**src/rtl/cp_rca_seq_pkg.sv**
```systemverilog
// ============================================================================
// Module   : cp_rca_seq_pkg
// Brief    : Shared types and constants for the nibble-serial add/sub sequencer.
// Revision : 1.0
// ============================================================================
`default_nettype none

package cp_rca_seq_pkg;

    localparam int NIB_W = 4;

    typedef enum logic [1:0] {
        ST_IDLE = 2'd0,
        ST_RUN  = 2'd1,
        ST_DONE = 2'd2
    } state_t;

    // Smallest width that can count 0..value-1 (minimum 1 bit).
    function automatic int clog2(input int value);
        int w;
        w = 1;
        for (int i = 1; i < 31; i++) begin
            if ((1 << i) < value) begin
                w = i + 1;
            end
        end
        return w;
    endfunction

endpackage

`default_nettype wire

```
**src/rtl/cp_rca_4b.sv**
```systemverilog
// ============================================================================
// Module   : cp_rca_4b
// Brief    : 4-bit ripple-carry adder slice shared by the sequencer.
// Revision : 1.0
// ============================================================================
`default_nettype none

module cp_rca_4b
    import cp_rca_seq_pkg::*;
(
    input  logic [NIB_W-1:0] i_a,
    input  logic [NIB_W-1:0] i_b,
    input  logic             i_ci,
    output logic [NIB_W-1:0] o_s,
    output logic             o_co
);

    logic w_carry;

    always_comb begin
        w_carry = i_ci;
        o_s     = '0;
        for (int i = 0; i < NIB_W; i++) begin
            o_s[i]  = i_a[i] ^ i_b[i] ^ w_carry;
            w_carry = (i_a[i] & i_b[i]) | (w_carry & (i_a[i] ^ i_b[i]));
        end
        o_co = w_carry;
    end

endmodule

`default_nettype wire

```
**src/rtl/cp_rca_seq_ctrl.sv**
```systemverilog
// ============================================================================
// Module   : cp_rca_seq_ctrl
// Brief    : Multi-nibble add/subtract over one shared 4-bit ripple adder,
//            one nibble per clock, LSB first. Subtract gated by CP_RCA_SEQ_SUB_EN.
// Revision : 1.0
// ============================================================================
`default_nettype none

module cp_rca_seq_ctrl
    import cp_rca_seq_pkg::*;
#(
    parameter int NIBBLES = 4
)
(
    input  logic                     i_clk,
    input  logic                     i_rst,
    input  logic                     i_start,
    input  logic [NIB_W*NIBBLES-1:0] i_a,
    input  logic [NIB_W*NIBBLES-1:0] i_b,
    input  logic                     i_sub,
    output logic                     o_busy,
    output logic                     o_done,
    output logic [NIB_W*NIBBLES-1:0] o_s,
    output logic                     o_cy,
    output logic                     o_ovf
);

    localparam int              C_W        = NIB_W * NIBBLES;
    localparam int              C_CNT_W    = clog2(NIBBLES);
    localparam logic [C_CNT_W-1:0] C_CNT_LAST = C_CNT_W'(NIBBLES - 1);

    state_t             r_state;
    logic [C_CNT_W-1:0] r_cnt;
    logic [C_W-1:0]     r_a;
    logic [C_W-1:0]     r_b;
    logic [C_W-1:0]     r_sum;
    logic               r_carry;
    logic               r_a_msb;
    logic               r_b_msb;
    logic               r_busy;
    logic               r_done;
    logic [C_W-1:0]     r_s;
    logic               r_cy_out;
    logic               r_ovf;

    logic               w_sub_eff;
    logic [C_W-1:0]     w_b_eff;
    logic [NIB_W-1:0]   w_a_nib;
    logic [NIB_W-1:0]   w_b_nib;
    logic [NIB_W-1:0]   w_nib_s;
    logic               w_nib_co;
    logic [C_W-1:0]     w_sum_next;

`ifdef CP_RCA_SEQ_SUB_EN
    assign w_sub_eff = i_sub;
    assign w_b_eff   = i_sub ? ~i_b : i_b;
`else
    logic w_unused_sub;
    assign w_unused_sub = i_sub;
    assign w_sub_eff    = 1'b0;
    assign w_b_eff      = i_b;
`endif

    assign w_a_nib = r_a[NIB_W*int'(r_cnt) +: NIB_W];
    assign w_b_nib = r_b[NIB_W*int'(r_cnt) +: NIB_W];

    cp_rca_4b u_rca (
        .i_a  (w_a_nib),
        .i_b  (w_b_nib),
        .i_ci (r_carry),
        .o_s  (w_nib_s),
        .o_co (w_nib_co)
    );

    // Working sum with the current nibble merged in, so the final edge can
    // publish the complete result without an extra cycle.
    always_comb begin
        w_sum_next = r_sum;
        w_sum_next[NIB_W*int'(r_cnt) +: NIB_W] = w_nib_s;
    end

    always_ff @(posedge i_clk) begin
        if (i_rst) begin
            r_state  <= ST_IDLE;
            r_cnt    <= '0;
            r_a      <= '0;
            r_b      <= '0;
            r_sum    <= '0;
            r_carry  <= 1'b0;
            r_a_msb  <= 1'b0;
            r_b_msb  <= 1'b0;
            r_busy   <= 1'b0;
            r_done   <= 1'b0;
            r_s      <= '0;
            r_cy_out <= 1'b0;
            r_ovf    <= 1'b0;
        end else begin
            case (r_state)
                ST_IDLE, ST_DONE: begin
                    r_done <= 1'b0;
                    if (i_start) begin
                        r_state <= ST_RUN;
                        r_busy  <= 1'b1;
                        r_cnt   <= '0;
                        r_a     <= i_a;
                        r_b     <= w_b_eff;
                        r_carry <= w_sub_eff;
                        r_a_msb <= i_a[C_W-1];
                        r_b_msb <= w_b_eff[C_W-1];
                    end else begin
                        r_state <= ST_IDLE;
                    end
                end
                ST_RUN: begin
                    r_sum   <= w_sum_next;
                    r_carry <= w_nib_co;
                    r_cnt   <= r_cnt + 1'b1;
                    if (r_cnt == C_CNT_LAST) begin
                        r_state  <= ST_DONE;
                        r_busy   <= 1'b0;
                        r_done   <= 1'b1;
                        r_s      <= w_sum_next;
                        r_cy_out <= w_nib_co;
                        r_ovf    <= (r_a_msb == r_b_msb) && (w_nib_s[NIB_W-1] != r_a_msb);
                    end
                end
                default: begin
                    r_state <= ST_IDLE;
                    r_busy  <= 1'b0;
                    r_done  <= 1'b0;
                end
            endcase
        end
    end

    assign o_busy = r_busy;
    assign o_done = r_done;
    assign o_s    = r_s;
    assign o_cy   = r_cy_out;
    assign o_ovf  = r_ovf;

endmodule

`default_nettype wire

```
**config.mk**
```make
export PLATFORM = sky130hd
export DESIGN_NAME = cp_rca_seq_ctrl
export DESIGN_NICKNAME = d
export VERILOG_FILES = /design/src/rtl/cp_rca_seq_pkg.sv /design/src/rtl/cp_rca_4b.sv /design/src/rtl/cp_rca_seq_ctrl.sv
export SDC_FILE = /design/constraint.sdc
export NUM_CORES = 1
export LEC_CHECK = 0
export CAP_MARGIN = 20
export CELL_PAD_IN_SITES_DETAIL_PLACEMENT = 1
export CELL_PAD_IN_SITES_GLOBAL_PLACEMENT = 1
export CORE_ASPECT_RATIO = 0.6
export CORE_UTILIZATION = 25
export CTS_BUF_LIST = sky130_fd_sc_hd__clkbuf_8 sky130_fd_sc_hd__clkbuf_16
export DETAILED_ROUTE_END_ITERATION = 16
export PLACE_DENSITY = 0.54
export SYNTH_ARGS = -nofsm -noshare
export SYNTH_HDL_FRONTEND = slang
export SYNTH_SLANG_ARGS = --single-unit
export TNS_END_PERCENT = 10
```
**constraint.sdc**
```tcl
create_clock -name i_clk -period 4.1 [get_ports i_clk]
set_input_delay 0.615 -clock i_clk [delete_from_list [all_inputs] [get_ports i_clk]]
set_output_delay 0.615 -clock i_clk [all_outputs]
set_load 0.01 [all_outputs]
```
Word level (Yosys, flattened, before mapping)
Cells that the tools add are included.
W data, S select, Z words.
{ "totals": {"ff_bits": 75, "latch_bits": 0, "romBits": 0, "output_inout_bits": 20, "memories": 0, "ram_bits": 0} }
{ "classes": {"n_reduce_logical": 9, "n_eq_ne": 7, "magnitude_cmp": 0, "bitwise_logic": 21, "div": 0, "add_sub_neg": 2, "mux": 11, "n_shift": 4, "multipliers": 0} }
{ "ops": {"columns": ["op", "n"], "rows": [
  ["$neg A4 Y33", 1],
  ["$shift A4 B33 Y16 const A", 1],
  ["$shiftx A4 B33 Y16", 1],
  ["$shiftx A16 B5 Y4", 2],
  ["$bwmux W16", 1],
  ["$and A1 B1 Y1", 8],
  ["$pmux W2 S2", 2],
  ["$reduce_and A2 Y1", 4],
  ["$xor A1 B1 Y1", 8],
  ["$eq A2 B2 Y1 const B", 2],
  ["$mux W1", 4],
  ["$mux W2", 2],
  ["$ne A2 B2 Y1 const B", 2],
  ["$or A1 B1 Y1", 4],
  ["$pmux W1 S2", 2],
  ["$reduce_or A2 Y1", 2],
  ["$add A2 B1 Y2 const B", 1],
  ["$eq A2 B1 Y1 const B", 1],
  ["$logic_not A2 Y1", 1],
  ["$reduce_bool A2 Y1", 1],
  ["$eq A1 B1 Y1", 1],
  ["$logic_and A1 B1 Y1", 1],
  ["$ne A1 B1 Y1", 1],
  ["$not A1 Y1", 1]
]} }

Longest topological paths before layout
Gate-level depths: netlist of the first run.
{ "depth": {"word_depth": 11, "ltp_mapped": 13, "ltp_nobuf": 12} }

Hierarchy
Synthesis of the first run repeated with hierarchy kept, for this count alone.
{ "hier_totals": {"hier_cells": 341, "hier_area_um2": 3072.9} }
{ "modules_own_cells": {"columns": ["mod", "instances", "seq_area_each_um2", "cells_each", "area_each_um2"], "rows": [
  ["cp_rca_seq_ctrl", 1, 1381.3, 327, 2955.3],
  ["cp_rca_4b", 1, 0.0, 14, 117.6]
]} }

Worst setup path before layout of the first run
No wires, ideal clock.
{ "synth_path": {"path_kind": "flip-flop to flip-flop", "start": "register r_cnt[0]", "end": "register r_s[11], in the netlist o_s[11]", "arrival_time_ps": 3096, "required_ps": 4022, "setup_ps": 78, "slack_ps": 926, "path_buffers": 1, "stages_incl_launch_ff": 14, "path_cell_list": "dfxtp_1 buf_4 mux4_2 inv_1 fa_1 inv_1 fa_1 inv_1 fa_1 inv_1 fa_1 nor2b_1 a221oi_1 nor3_1"} }
{ "synth_between": {"elab_chain_cells": 11, "word_cells_on_any_way": 25} }
{ "synth_lines": {"columns": ["item", "line_no", "source"], "rows": [
  ["from (decl)", "cp_rca_seq_ctrl.sv:33", "logic [C_CNT_W-1:0] r_cnt;"],
  ["from (signal assigned)", "cp_rca_seq_ctrl.sv:117", "r_cnt <= r_cnt + 1'b1;"],
  ["$shiftx A16 B5 Y4, on equally long branches", "cp_rca_seq_ctrl.sv:64, cp_rca_seq_ctrl.sv:65", null],
  ["$xor A1 B1 Y1", "cp_rca_4b.sv:24, cp_rca_4b.sv:25", null],
  ["$and A1 B1 Y1", "cp_rca_4b.sv:25", "w_carry = (i_a[i] & i_b[i]) | (w_carry & (i_a[i] ^ i_b[i]));"],
  ["$or A1 B1 Y1", "cp_rca_4b.sv:25", null],
  ["$and A1 B1 Y1", "cp_rca_4b.sv:25", null],
  ["$or A1 B1 Y1", "cp_rca_4b.sv:25", null],
  ["$and A1 B1 Y1", "cp_rca_4b.sv:25", null],
  ["$or A1 B1 Y1", "cp_rca_4b.sv:25", null],
  ["$xor A1 B1 Y1", "cp_rca_4b.sv:24", "o_s[i] = i_a[i] ^ i_b[i] ^ w_carry;"],
  ["$shiftx A4 B33 Y16", "cp_rca_seq_ctrl.sv:79", "w_sum_next[NIB_W*int'(r_cnt) +: NIB_W] = w_nib_s;"],
  ["$bwmux W16", "cp_rca_seq_ctrl.sv:79", null],
  ["to (signal assigned)", "cp_rca_seq_ctrl.sv:122", "r_s <= w_sum_next;"],
  ["to (decl)", "cp_rca_seq_ctrl.sv:42", "logic [C_W-1:0] r_s;"]
]} }
Several ways; a longest one is shown, not always the timed one.
A chain may end at the register's enable or synchronous reset.

Final worst setup path of the first run
Same ends and word-level chain as after synthesis.

==> out/metrics.yaml, run 1 <==
path_buf_inv: 3
synth_top_area_share: 0.455
dieHeight_um: 89.8
design_power_total_mw: 1.79
dieArea_sq_mm: 0.0133
hold_path_class: "flop to flop"
start_util: 0.261
overflow: 0
clk_path_buf_depth: 2
drtIter0Drc: 125
grtUsageTotal: 0.139
cpPeakStageDelay_ns: 0.57
cts.clk_slew.worst_paths_ns: 0.06
p_per_area_mw_per_mm2: 435
vias_per_cell: 4.64
relSlewSlack: 0.404
num_rows: 31
design.core.area_sq_mm: 0.0123
insertion_delay_ns: 0.34
synth_area_sq_mm: 0.00321
root_buffer: "clkbuf_16"
syn_inst: 354
wire_per_inst_um: 15.3
grt_pass1_vias: 2819
worstPathArrival_ns: 3.89
die_w_um: 148
crit_type: "flop to flop"
vias: 2625
critPathMaxFanout: 12
port_buffers: 54
syn-mean-instance-area_sq_um: 9.07
synth_area_leader_cell: "dfxtp_1"
synth_most_common_cell: "dfxtp_1"
cts_hold_buffers: 0
gp_congestion: 0.695
io_pins: 56
p_leak_nw: 1.52
n_fill_cell: 1402
drv_slew: 0
synth-seq-area-share: 0.455
grt_pass1_wl_um: 14400
ys_ff_latch: 73
finalCritPeriodShare: 0.888
cts_post_setup_buffers_inserted: 0
tightestPinTransition_ns: 0.894
drive_gt1_frac: 0.0848
setup_tns_ns: 0
dr.pass1.iters: 4
synthFlopType: "dfxtp_1"
ant_nets: 0
fin_crit_ns: 3.64
synthTopCellsByCount: "73 x dfxtp_1, 69 x nand2_1, 39 x nor2_1, 38 x a21oi_1"
end_kind: "flop"
antenna_found_initial: 0
path_delay_family: "adder cells"
hold_viol: 0
yosysUniqueCellTypes: 31
setup_viol: 0
reg2reg_slack_ns: 0.46
grt_start_max_net_pins: 47
finalWorstSetupSlack_ns: 0.461
vdd_ir_drop_max_uv: 234
crit_required_ns: 4.35
synth_nets: 400
drcViolationCount: 0
htree_levels: 3
async_flop_share: 0
fin_nets: 442
status: "completed"
crit_path_start_kind: "flop"
timing.fmax_mhz: 275
slowest_stage: "fa_1"
synth_area_leaders: "dfxtp_1 46%, nand2_1 8.1%, a21oi_1 5.9%"
cts_tree: "done"
drt-total-wl_um: 8650
area_delta_synth_final_pct: 28.5
synth_edf_count: 0
cts_sinks: 73
dpl.hpwl_um: 6170
synth_warnings: 0
crit_top_cell: "fa_1"
diodes: 0
skew_ns: 0.00636
ctsResizeCount: 0
maxCapViolCount: 0
grt_setup_unrepaired: "false"
cp_cell_sequence: "buf_4 > mux4_2 > fa_1 > inv_1 > fa_1 > inv_1 > fa_1 > nor2b_1 > a221oi_1 > nor3_1"
dp_slack_ns: 0.401
cts_buffers: 9
==> where the power goes <==
group          leakage (nW)  internal [mW]  switching [mW]
logic                 0.768         0.0780          0.0978
registers             0.594          0.734          0.0201
clock network         0.162          0.563           0.299
total                  1.52           1.38           0.417
==> logic make-up after synthesis <==
group	share of synthesized area
flip-flops	0.455
AND/OR/NAND/NOR	0.205
adder cells (fa/ha/maj)	0.0483
buffers and inverters	0.0803
AO/OA/AOI/OAI	0.155
multiplexers	0.0561
==> through the flow <==
step | hold slack, ns | cell area (sq um) | utilization | cells
global placement | 0.439 | 3790 | 0.309 | 550
CTS | 0.457 | 4130 | 0.336 | 566
detailed placement | 0.449 | 3790 | 0.309 | 550
finish | 0.455 | 4130 | 0.336 | 566
floorplan | 0.433 | 3210 | - | 354
global route | 0.481 | 4130 | 0.336 | 566
==> placed cells by master, fill, tap and decap left out <==
cell / count
dfxtp_1: 73
nand2_1: 69
clkdlybuf4s50_1: 53
nor2_1: 39
a21oi_1: 38
inv_1: 16
a32oi_1: 16
nor3_1: 16
a221oi_1: 15
clkbuf_16: 9
mux4_2: 8
ha_1: 6
nand3b_1: 5
buf_4: 5
fa_1: 4
and3b_1: 3
nand3_1: 3
nand2b_1: 2
nor2b_1: 2
clkinv_2: 2
clkbuf_8: 2
bufinv_16: 2
and4bb_1: 1
nand3b_4: 1
a221oi_2: 1
nor3_2: 1
o21a_1: 1
and2b_1: 1
nor2b_2: 1
nor3b_1: 1
o21ai_0: 1
a211oi_1: 1
and3_1: 1
clkinvlp_4: 1
buf_2: 1
==> registers in the layout, summed over array words and instances, names as in the netlist <==
register,count
o_ovf,1
o_busy,1
r_state,2
o_done,1
r_sum,16
r_cnt,2
o_s,16
o_cy,1
r_carry,1
r_b,16
r_a,16
==> worst paths after layout <==
kind,from,end,cells after the start
min,r_a[1]$_SDFFE_PP0P_,r_a[1]$_SDFFE_PP0P_,2
min reg2reg,r_a[1]$_SDFFE_PP0P_,r_a[1]$_SDFFE_PP0P_,2
max,r_cnt[0]$_SDFFE_PP0P_,o_s[11]$_SDFFE_PP0P_,10
max reg2reg,r_cnt[0]$_SDFFE_PP0P_,o_s[11]$_SDFFE_PP0P_,10
==> layout make-up <==
type	count	area [sq um]	area share
tap	165	206	0.0500
clock buffer	11	253	0.0613
multi-input combinational	237	1490	0.362
sequential	73	1460	0.354
timing repair buffer	59	573	0.139
inverter	16	60.1	0.0146
clock inverter	5	77.6	0.0188
==> worst register-to-register path: stages, from the launching register on <==
cell      delay, ns
dfxtp_1        0.54
buf_4          0.27
mux4_2         0.55
fa_1           0.43
inv_1          0.08
fa_1           0.17
inv_1          0.05
fa_1           0.57
nor2b_1        0.50
a221oi_1       0.17
nor3_1         0.22
==> layer usage <==
layer,GRT usage,share of wire,vias to the layer above,wire (um)
met5,0,0,-,0
met1,0.211,0.57,1250,4890
li1,-,-,1307,-
met3,0.0421,0.051,11,438
met2,0.183,0.37,57,3220
met4,0.0421,0.011,0,99
Note: power is estimated with default switching activity, not from simulation.
==> run 2, diff against run 1 <==
--- a/config.mk
+++ b/config.mk
@@ -12,8 +12,9 @@
 export CORE_UTILIZATION = 25
 export CTS_BUF_LIST = sky130_fd_sc_hd__clkbuf_8 sky130_fd_sc_hd__clkbuf_16
 export DETAILED_ROUTE_END_ITERATION = 16
-export PLACE_DENSITY = 0.54
+export PLACE_DENSITY = 0.55
 export SYNTH_ARGS = -nofsm -noshare
 export SYNTH_HDL_FRONTEND = slang
+export SYNTH_HIERARCHICAL = 1
 export SYNTH_SLANG_ARGS = --single-unit
 export TNS_END_PERCENT = 10
==> run 2 against run 1 <==
Worst hold slack better by 0.00070 ns. Core utilization is 1.1 points higher. Sequential share of layout area is 1.2 points lower.
==> out/metrics.yaml, run 2 <==
status: "completed"
clk_path_buf_depth: 2  # unchanged
muxShareOfSynthArea: 0.0586  # +0.00251
crit_required_ns: 4.35  # about the same
n_fill_cell: 1367  # -2.5%
drive_gt1_frac: 0.100  # +0.0152
dpl.hpwl_um: 6300  # +2.2%
whs_ns: 0.456  # +0.000702 ns
relSlewSlack: 0.431  # +0.0269
synthFlopType: "dfxtp_1"
crit_cells: 12  # +2
cts_post_setup_buffers_inserted: 0  # unchanged
setup_viol: 0  # unchanged
die_w_um: 145  # -2.1%
drv_slew: 0  # unchanged
path_delay_family: "adder cells"
num_rows: 30  # -3.2%
wire_per_inst_um: 15.6  # +2.4%
startpoint: "r_cnt[0]$_SDFFE_PP0P_"
r2r-start: "r_cnt[0]$_SDFFE_PP0P_"
antenna_found_initial: 0  # unchanged
cts_tree: "done"
grt_pass1_wl_um: 14000  # -2.4%
rr_worst_depth: 12  # +2
hold_viol: 0  # unchanged
insertion_delay_ns: 0.33  # about the same
p_per_area_mw_per_mm2: 447  # +2.8%
skew_ns: 0.00418  # -0.00218 ns
fin_util: 0.347  # +0.0114
grtUsageTotal: 0.145  # +0.00600
top_layer_used: "met4"
wl_met2_um: 3120  # -3.2%
fin_crit_ns: 3.43  # -0.208 ns
maxCapViolCount: 0  # unchanged
yosysUniqueCellTypes: 37  # +19%
path_buf_inv: 4  # +1
synth_fa_ha_area_frac: 0.0464  # -0.00191
synth_area_sq_mm: 0.00307  # -4.3%
drcViolationCount: 0  # unchanged
area_delta_synth_final_pct: 31.4
design_power_total_mw: 1.80  # +0.60%
drtIter0Drc: 103  # -18%
ctsResizeCount: 0  # unchanged
dieArea_sq_mm: 0.0128  # -4.2%
synth_top_area_share: 0.450  # -0.00567
reg2reg_to: "o_s[11]$_SDFFE_PP0P_"
reg2reg_slack_ns: 0.67  # +0.21 ns
finalCritPeriodShare: 0.837  # -0.0509
dr.pass1.iters: 4  # unchanged
p_leak_nw: 1.48  # -3.0%
fin_nets: 430  # -2.7%
drt-met1-wl_um: 4940  # +1.0%
gp_congestion: 0.733  # +5.5%
vias: 2526  # -3.8%
synthXorXnorAreaFrac: 0  # unchanged
dieHeight_um: 87.9  # -2.1%
final_common_cell: "nand2_1"
tightestPinTransition_ns: 0.853  # -0.0404 ns
layout_common_cells: "73 x nand2_1, 69 x dfxtp_1, 53 x clkdlybuf4s50_1"
root_buffer: "clkbuf_16"
grt_pass1_vias: 2573  # -8.7%
cts.clk_slew.worst_paths_ns: 0.05  # about the same
syn-mean-instance-area_sq_um: 9.01  # -0.64%
cts_hold_buffers: 0  # unchanged
register_area_sq_mm: 0.00138  # -5.5%
crit_path_start_kind: "flop"
start_util: 0.264  # +0.00297
syn_inst: 341  # -3.7%
synth_warnings: 6  # +6
cpPeakStageDelay_ns: 0.57  # about the same
overflow: 0  # unchanged
grt_setup_unrepaired: "false"
synth_compound_area_frac: 0.158  # +0.00367
async_flop_share: 0  # unchanged
timing.fmax_mhz: 292  # +6.1%
slowest_stage: "mux4_2"
synth_top_family_by_area: "simple AND/OR/NAND/NOR gates"
multi_input_area_sq_mm: 0.00147  # -1.7%
cts_sinks: 69  # -5.5%
synth_area_leaders: "dfxtp_1 45%, nand2_1 8.9%, a21oi_1 7.3%"
synth_most_common_cell: "nand2_1"
synth_edf_count: 0  # unchanged
synth_nets: 386  # -3.5%
grt_start_max_net_pins: 44  # -6.4%
worstPathArrival_ns: 3.68  # -0.21 ns
cp_cell_sequence: "mux4_2 > fa_1 > inv_1 > fa_1 > inv_1 > fa_1 > inv_1 > fa_1 > inv_1 > nor3b_1 > a221oi_1 > nor3_1"
ys_ff_latch: 69  # -5.5%
drt-total-wl_um: 8610  # -0.46%
htree_levels: 3  # unchanged
synthTopCellsByCount: "73 x nand2_1, 69 x dfxtp_1, 45 x a21oi_1, 23 x nor2_1, 15 x inv_1"
synthSimpleGateAreaFrac: 0.214  # +0.00838
met3WireLength_um: 475  # +8.4%
cts_buffers: 9  # unchanged
io_pins: 56  # unchanged
design.core.area_sq_mm: 0.0116  # -5.4%
end_kind: "flop"
endpoint: "o_s[11]$_SDFFE_PP0P_"
vdd_ir_drop_max_uv: 190  # -19%
vias_per_cell: 4.59  # -0.97%
hold_path_class: "flop to flop"
setup_tns_ns: 0  # unchanged
diodes: 0  # unchanged
synth_area_leader_cell: "dfxtp_1"
synth-seq-area-share: 0.450  # -0.00567
ant_nets: 0  # unchanged
critPathMaxFanout: 4  # -8
crit_type: "flop to flop"
port_buffers: 54  # unchanged
==> run 2: layer usage <==
layer  global-route usage  up-vias
met5                    0        -
met4               0.0402        0
met3               0.0469        8
met2                0.191       54
met1                0.220     1202
li1                     -     1262
==> run 2: kinds of logic (layout without fill, tap and decap cells) <==
logic type	after synthesis	after routing
adders and majority gates	9	9
buffers and inverters	43	92
and+or+nand+nor	138	138
muxes	8	8
DFF	69	69
AOI/OAI and AO/OA	74	74
==> run 2: through the flow <==
stage | instances | worst slack [ns] | instance area (sq um)
2_1_floorplan | 341 | 0.688 | 3070
3_3_place_gp | 534 | 0.703 | 3690
3_5_place_dp | 534 | 0.670 | 3690
4_1_cts | 550 | 0.653 | 4040
5_1_grt | 550 | 0.409 | 4040
6_report | 550 | 0.670 | 4040
==> run 2: final cells by class <==
cell class	count	area share
Timing Repair Buffer	61	0.146
Clock inverter	6	0.0254
Tap cell	160	0.0496
Clock buffer	10	0.0592
Inverter	15	0.0139
Multi-Input combinational cell	229	0.364
Sequential cell	69	0.342
==> run 2: worst min path at each step <==
| stage | end | startpoint | cells past startpoint |
|---|---|---|---|
| after floorplan | r_a[10]$_SDFFE_PP0P_ | r_a[10]$_SDFFE_PP0P_ | 2 |
| after global placement | r_b[2]$_SDFFE_PP0P_ | r_b[2]$_SDFFE_PP0P_ | 2 |
| after detailed placement | r_a[1]$_SDFFE_PP0P_ | r_a[1]$_SDFFE_PP0P_ | 2 |
| after CTS | r_a[1]$_SDFFE_PP0P_ | r_a[1]$_SDFFE_PP0P_ | 2 |
| after global routing | r_a[1]$_SDFFE_PP0P_ | r_a[1]$_SDFFE_PP0P_ | 2 |
| final | r_a[1]$_SDFFE_PP0P_ | r_a[1]$_SDFFE_PP0P_ | 2 |
==> run 2: report_power, final <==
part	leakage (nW)	internal, mW	switching (mW)	total (mW)
clock network	0.175	0.605	0.285	0.890
logic	0.741	0.0863	0.115	0.201
registers	0.562	0.695	0.0169	0.712
==> run 2: worst min-delay path, stage by stage (launching register included) <==
cell and delay [ns]:
dfxtp_1 0.30, nand2_1 0.05, a21oi_1 0.05
